File: src/rtl/sequential_divider.sv
// Iterative restoring divider: 2N-bit dividend by N-bit divisor, one quotient bit per clock.
// Uses the same write/divide/display command protocol as the sequential multiplier.
module sequential_divider #(
    parameter int unsigned p_data_width = 4
) (
    input  logic                      i_w_clk,
    input  logic                      i_w_reset,
    input  logic [2*p_data_width-1:0] i_w_a,
    input  logic [p_data_width-1:0]   i_w_b,
    input  logic                      i_w_write,
    input  logic                      i_w_divide,
    input  logic                      i_w_display,
    output logic [2*p_data_width-1:0] o_w_disp_a,
    output logic [p_data_width-1:0]   o_w_disp_b,
    output logic [p_data_width-1:0]   o_w_quotient,
    output logic [p_data_width-1:0]   o_w_remainder,
    output logic                      o_w_busy,
    output logic                      o_w_done,
    output logic                      o_w_div_by_zero,
    output logic                      o_w_overflow
);

    localparam int unsigned N  = p_data_width;
    localparam int unsigned CW = $clog2(N + 1);

    typedef enum logic [1:0] {StIdle, StRun, StDone, StDisplay} state_e;

    state_e            state_q;
    logic [2*N-1:0]    a_q;
    logic [N-1:0]      b_q;
    logic [N-1:0]      quot_q;
    logic [N-1:0]      rem_q;
    logic [N-1:0]      r_q;
    logic [N-1:0]      q_q;
    logic [CW-1:0]     cnt_q;
    logic              dbz_q;
    logic              ovf_q;

    logic [N:0]        trial;
    logic [N:0]        diff;
    logic              qbit;
    logic [N-1:0]      r_step;
    logic [N-1:0]      q_step;

    // One restoring step: shift the next dividend bit into the partial remainder.
    always_comb begin
        trial  = {r_q, q_q[N-1]};
        diff   = trial - {1'b0, b_q};
        qbit   = (trial >= {1'b0, b_q});
        r_step = qbit ? diff[N-1:0] : trial[N-1:0];
        q_step = {q_q[N-2:0], qbit};
    end

    always_ff @(posedge i_w_clk) begin
        if (!i_w_reset) begin
            state_q <= StIdle;
            a_q     <= '0;
            b_q     <= '0;
            quot_q  <= '0;
            rem_q   <= '0;
            r_q     <= '0;
            q_q     <= '0;
            cnt_q   <= '0;
            dbz_q   <= 1'b0;
            ovf_q   <= 1'b0;
        end else begin
            case (state_q)
                StRun: begin
                    r_q   <= r_step;
                    q_q   <= q_step;
                    cnt_q <= cnt_q - CW'(1);
                    if (cnt_q == CW'(1)) begin
                        quot_q  <= q_step;
                        rem_q   <= r_step;
                        state_q <= StDone;
                    end
                end
                default: begin
                    if (i_w_write) begin
                        a_q     <= i_w_a;
                        b_q     <= i_w_b;
                        quot_q  <= '0;
                        rem_q   <= '0;
                        dbz_q   <= 1'b0;
                        ovf_q   <= 1'b0;
                        state_q <= StIdle;
                    end else if (i_w_divide) begin
                        if (b_q == '0) begin
                            dbz_q   <= 1'b1;
                            ovf_q   <= 1'b0;
                            quot_q  <= '1;
                            rem_q   <= a_q[N-1:0];
                            state_q <= StDone;
                        end else if (a_q[2*N-1:N] >= b_q) begin
                            // Quotient would not fit in N bits.
                            ovf_q   <= 1'b1;
                            dbz_q   <= 1'b0;
                            quot_q  <= '1;
                            rem_q   <= '0;
                            state_q <= StDone;
                        end else begin
                            dbz_q   <= 1'b0;
                            ovf_q   <= 1'b0;
                            r_q     <= a_q[2*N-1:N];
                            q_q     <= a_q[N-1:0];
                            cnt_q   <= CW'(N);
                            state_q <= StRun;
                        end
                    end else if (i_w_display) begin
                        state_q <= StDisplay;
                    end else if (state_q == StDisplay) begin
                        state_q <= StIdle;
                    end
                end
            endcase
        end
    end

    assign o_w_disp_a      = a_q;
    assign o_w_disp_b      = b_q;
    assign o_w_quotient    = (state_q == StDisplay) ? quot_q : '0;
    assign o_w_remainder   = (state_q == StDisplay) ? rem_q : '0;
    assign o_w_busy        = (state_q == StRun);
    assign o_w_done        = (state_q == StDone);
    assign o_w_div_by_zero = dbz_q;
    assign o_w_overflow    = ovf_q;

endmodule
File: config.mk
export PLATFORM = sky130hd
export DESIGN_NAME = sequential_divider
export DESIGN_NICKNAME = d
export VERILOG_FILES = /design/src/rtl/sequential_divider.sv
export SDC_FILE = /design/constraint.sdc
export NUM_CORES = 1
export LEC_CHECK = 0
export CORE_MARGIN = 3
export CORE_UTILIZATION = 47
export CTS_BUF_LIST = sky130_fd_sc_hd__clkbuf_2 sky130_fd_sc_hd__clkbuf_4 sky130_fd_sc_hd__clkbuf_8
export CTS_CLUSTER_SIZE = 25
export DETAILED_ROUTE_END_ITERATION = 8
export GPL_TIMING_DRIVEN = 0
export HOLD_SLACK_MARGIN = 0.08
export PLACE_DENSITY = 0.75
export REMOVE_ABC_BUFFERS = 1
export SLEW_MARGIN = 20
export SYNTH_ARGS = -nofsm -noshare
export SYNTH_HDL_FRONTEND = slang
export SYNTH_SLANG_ARGS = --single-unit
File: constraint.sdc
create_clock -name i_w_clk -period 2 [get_ports i_w_clk]
set_input_delay 0.3 -clock i_w_clk [delete_from_list [all_inputs] [get_ports i_w_clk]]
set_output_delay 0.3 -clock i_w_clk [all_outputs]
set_load 0.02 [all_outputs]
# Word level (Yosys, flattened, before mapping)
# Cells that the tools add are included.
[word_totals]
wordCells = 79
regBits = 35
[classes]
n_bitwise = 1
add_sub_neg = 2
eq_ne = 8
n_mux = 45
order_cmp = 2
n_reduce_logical = 11
[ops]
columns = ["operator", "n"]
rows = [
  ["$mux W4", 25],
  ["$mux W2", 8],
  ["$mux W3", 5],
  ["$mux W1", 7],
  ["$reduce_and A2 Y1", 3],
  ["$ge A5 B4 Y1", 1],
  ["$reduce_bool A5 Y1", 1],
  ["$eq A2 B2 Y1 const B", 2],
  ["$ge A4 B4 Y1", 1],
  ["$logic_not A4 Y1", 1],
  ["$ne A2 B1 Y1 const B", 2],
  ["$ne A2 B2 Y1 const B", 2],
  ["$reduce_and A4 Y1", 1],
  ["$reduce_bool A2 Y1", 2],
  ["$reduce_bool A4 Y1", 1],
  ["$sub A4 B4 Y4", 1],
  ["$eq A3 B1 Y1 const B", 1],
  ["$reduce_and A3 Y1", 1],
  ["$reduce_bool A3 Y1", 1],
  ["$sub A3 B1 Y3 const B", 1],
  ["$eq A2 B1 Y1 const B", 1],
  ["$not A1 Y1", 1],
]

# Longest topological paths before layout
[depth]
ltp_word = 6
ltp_mapped = 9
ltp_nobuf = 7

# Worst setup path before layout
# OpenSTA, ideal clock, no wires.
[synth_timing]
path_kind = "register -> register"
start = "register b_q[1], in the netlist o_w_disp_b[1]"
end = "register rem_q[0]"
t_required_ps = 1912
stages_incl_launch_ff = 10
t_arrival_ps = 2179
slack_ps = -268
setup_ps = 88
path_buffers = 2
period_less_slack_ps = 2268
cell_sequence = "dfxtp_1 inv_1 ha_1 o211ai_1 o21ai_1 o211a_1 buf_4 or2_1 buf_6 a311oi_2"
[synth_between]
elab_chain_len = 5
[synth_lines]
columns = ["element", "line_no", "rtl"]
rows = [
  ["start, declared", "30", "logic [N-1:0] b_q;"],
  ["start signal, assigned", "81", "b_q <= i_w_b;"],
  ["branches (longest 5 deep; another with $ge A5 B4 Y1)", "-", ""],
  ["end signal, assigned", "74", "rem_q <= r_step;"],
  ["end signal, assigned", "92", "rem_q <= a_q[N-1:0];"],
  ["end, declared", "32", "logic [N-1:0] rem_q;"],
]
# Parallel ways; which one is timed is not known. The select of a mux whose other input is x is not followed.
# A chain may end at the register's enable or synchronous reset.

# Final worst setup path
[layout_timing]
start = "register b_q[3], in the netlist o_w_disp_b[3]"
end = "register q_q[3]"
[layout_between]
elab_chain_len = 3
[layout_lines]
columns = ["element", "line_no", "rtl"]
rows = [
  ["$ge A4 B4 Y1 or $logic_not A4 Y1 (tied branches)", "94, 88", ""],
  ["$ne A2 B2 Y1 (no line)", "-", ""],
  ["$reduce_and A4 Y1 (no line) (*)", "-", ""],
  ["end signal, assigned", "70", "q_q <= q_step;"],
  ["end signal, assigned", "105", "q_q <= a_q[N-1:0];"],
  ["end, declared", "34", "logic [N-1:0] q_q;"],
]
# Every way passes the cells marked *; elsewhere a longest branch is shown, timed or not.

==> run_results.csv <==
group,metric,value,unit
placement,place_hpwl,3.24,mm
detailed_routing,drt_iter0_markers,131,
timing,slew_violations,0,
floorplan,dieWidth,69.3,µm
timing,worst_pin_slew,709,ps
timing,hold_violations,0,
min_path,hold_class,"reg2reg",
synth,ys_seq_area_share,37.2,%
worst_setup_path,worst-path-buf-inv,3,
worst_setup_path,required,2200,ps
clock_network,cts_tree,"yes",
cells_and_area,diodes,0,
worst_setup_path,cpMostUsedCell,"buf_6",
pwr,ir_drop,0.604,mV
detailed_routing,num_vias,1790,
cells_and_area,fill_cells,305,
floorplan,die-height,69.3,µm
floorplan,core-area,0.00377,mm²
clock_network,clock-sinks,35,
clock_network,htreeDepth,2,
worst_setup_path,cpLargestDelayFamily,"compound AO/OA/AOI/OAI gates",
timing,clock_skew,4.09,ps
worst_setup_path,critical-path-max-stage-delay,360,ps
detailed_routing,drc,0,
global_routing,track_usage,19.0,%
cells_and_area,multi_input_area,0.00116,mm²
cells_and_area,seq_area,718,µm²
worst_setup_path,cpMaxStageDelayCell,"dfxtp_4",
timing,setup_viol,0,
worst_setup_path,crit_type,"reg2reg",
detailed_routing,ant_nets,0,
synth,synth-main-ff-cell,"dfxtp_1",
clock_network,clkLatencyLatePin,290,ps
cells_and_area,most-common-layout-cells,"clkdlybuf4s50_1 (39), nand2_1 (36), dfxtp_1 (27), a21oi_1 (18), nor2_1 (12)",
worst_setup_path,reg2reg_depth,9,
timing,fmax,517,MHz
global_routing,antenna_found_initial,0,
pwr,power.leakage,0.945,nW
cells_and_area,final_common_cell,"clkdlybuf4s50_1",
clock_network,cts_buffers,5,
floorplan,placementRows,22,
global_routing,grt_max_degree,28,
synth,async_flop_share,0,%
timing,slew_headroom,52.4,%
cells_and_area,drive_gt1_share,17.8,%
clock_network,cts.clk_slew.worst_paths,70,ps
min_path,timing.hold.worst_path_depth,2,
timing,period_share,96.7,%
synth,synthCells,226,
cells_and_area,area_growth,35.7,%
clock_network,clk_path_buf_depth,2,
cells_and_area,final_nets,297,
pwr,total_power,2.02,mW
synth,syn_area_per_cell,8.33,µm²
worst_setup_path,critPathCaptureType,"register",
floorplan,num_io_pins,41,
clock_network,clk_root_buffer_cell,"clkbuf_8",
pwr,powerDensity,791,mW/mm²
placement,io_buffers,40,
detailed_routing,wl_per_cell,15.0,µm
placement,gp_congestion,0.813,
global_routing,grt_overflow_total,0,
floorplan,die_area,0.00480,mm²
cells_and_area,final_util,67.7,%
synth,ys_types,47,
worst_setup_path,crit_chain,"inv_1 -> ha_4 -> a21oi_2 -> o21ai_2 -> buf_6 -> o31ai_4 -> buf_6 -> nor2_1 -> a311oi_1",
worst_setup_path,worstPathArrival,2140,ps
worst_setup_path,crit_path_max_fanout,5,
global_routing,grt_pass1_wl,7.45,mm
detailed_routing,totalWireLength,4.76,mm
floorplan,start_util,49.9,%
global_routing,grt_pass1_vias,1587,
clock_network,ctsHoldBuffers,0,
synth,netlist_area,0.00188,mm²
status,outcome,"finished clean",
synth,yosysWarnings,0,
synth,synth_edf_count,0,
flow_run,drv_cap,0,
synth,ys_ff_latch,35,
timing,period_needed,1930,ps
detailed_routing,vias_per_cell,5.63,
detailed_routing,drtPass1Iterations,5,
worst_setup_path,worstSetupStartpointType,"register",
worst_setup_path,crit_cells,9,
[worst paths after layout]
check | from | endpoint | slack, ps
worst min register to register | o_w_disp_a[4] | o_w_disp_a[4] | 480
worst max-delay path | o_w_disp_b[3] | q_q[3] | 70
worst max register to register | o_w_disp_b[3] | q_q[3] | 70
worst min-delay path | o_w_disp_a[4] | o_w_disp_a[4] | 480
[kinds of logic (layout without fill, tap and decap cells)]
group | count (synthesis) | count (layout) | synth area share [%]
xor gates and xnor gates | 1 | 1 | 0.466
and+or+nand+nor | 88 | 89 | 22.9
adders and majority gates | 11 | 11 | 7.71
DFF | 35 | 35 | 37.2
AOI/OAI and AO/OA | 67 | 67 | 24.7
muxes | 1 | 1 | 0.598
buffers and inverters | 23 | 66 | 6.32
[where the power goes]
part	switching, mW	internal, mW
Combinational	0.340	0.275
Sequential	0.0651	0.767
Clock	0.259	0.313
Total	0.664	1.36
[synth_stat cells, types with 2 or more instances]
library cell / number / area share (%)
a21oi_1: 19 / 5.1
a22oi_1: 2 / 0.80
a311oi_1: 3 / 1.4
a311oi_2: 4 / 3.2
a31oi_1: 8 / 2.7
and2_1: 2 / 0.66
and3_1: 8 / 2.7
buf_6: 3 / 1.8
clkbuf_1: 7 / 1.4
dfxtp_1: 35 / 37
ha_1: 10 / 6.6
inv_1: 8 / 1.6
nand2_1: 36 / 7.2
nand2b_1: 4 / 1.3
nand3_1: 9 / 2.4
nor2_1: 12 / 2.4
nor2b_1: 3 / 1.0
nor3_1: 6 / 1.6
nor3b_1: 2 / 0.80
o211a_1: 2 / 1.1
o211ai_1: 2 / 0.80
o21a_1: 2 / 0.80
o21ai_0: 6 / 1.6
o21ai_1: 7 / 1.9
o31ai_1: 3 / 1.2
or2_1: 2 / 0.66
[routing by layer]
| layer | global-route usage (%) | part of all wire [%] |
|---|---|---|
| met1 | 26.0 | 45 |
| met2 | 28.6 | 46 |
| met5 | 0 | 0 |
| met4 | 7.38 | 1.7 |
| met3 | 4.78 | 7.1 |
[registers in the layout (all words and copies together), names as in the netlist]
name / flops
state_q: 2
o_w_disp_b: 4
o_w_overflow: 1
rem_q: 4
r_q: 4
o_w_div_by_zero: 1
cnt_q: 3
quot_q: 4
o_w_disp_a: 8
q_q: 4
[layout make-up]
cell class                      instances  share of cell area (%)
Tap cell                               48                    2.35
Multi-Input combinational cell        169                    45.5
Timing Repair Buffer                   47                    18.0
Clock buffer                            7                    3.77
Inverter                               11                    1.91
Clock inverter                          1                   0.294
Sequential cell                        35                    28.1
[timing repair]
action	CTS	global route
setup buffers	3	3
endpoints found under the hold margin	0	0
cloned	0	2
endpoints found under the setup margin	21	19
pin swaps	2	7
resized for setup	15	18
[stage by stage]
step                      setup TNS [ps]  std cells  setup slack [ps]  instance area, µm²  hold slack [ps]
after global placement             -8730        302              -603                2270              468
after floorplan                    -3890        214              -370                1810              429
after global routing               -24.5        318             -24.2                2550              510
after CTS                              0        313              9.04                2440              490
after detailed placement           -9030        302              -617                2270              473
final                                  0        318              66.0                2550              478
[worst register-to-register path: stages (launching register included)]
cell and delay, ps:
dfxtp_4 360, inv_1 150, ha_4 230, a21oi_2 140, o21ai_2 100, buf_6 140
o31ai_4 290, buf_6 170, nor2_1 50, a311oi_1 220
No activity file was read; power rests on OpenSTA's default activity.
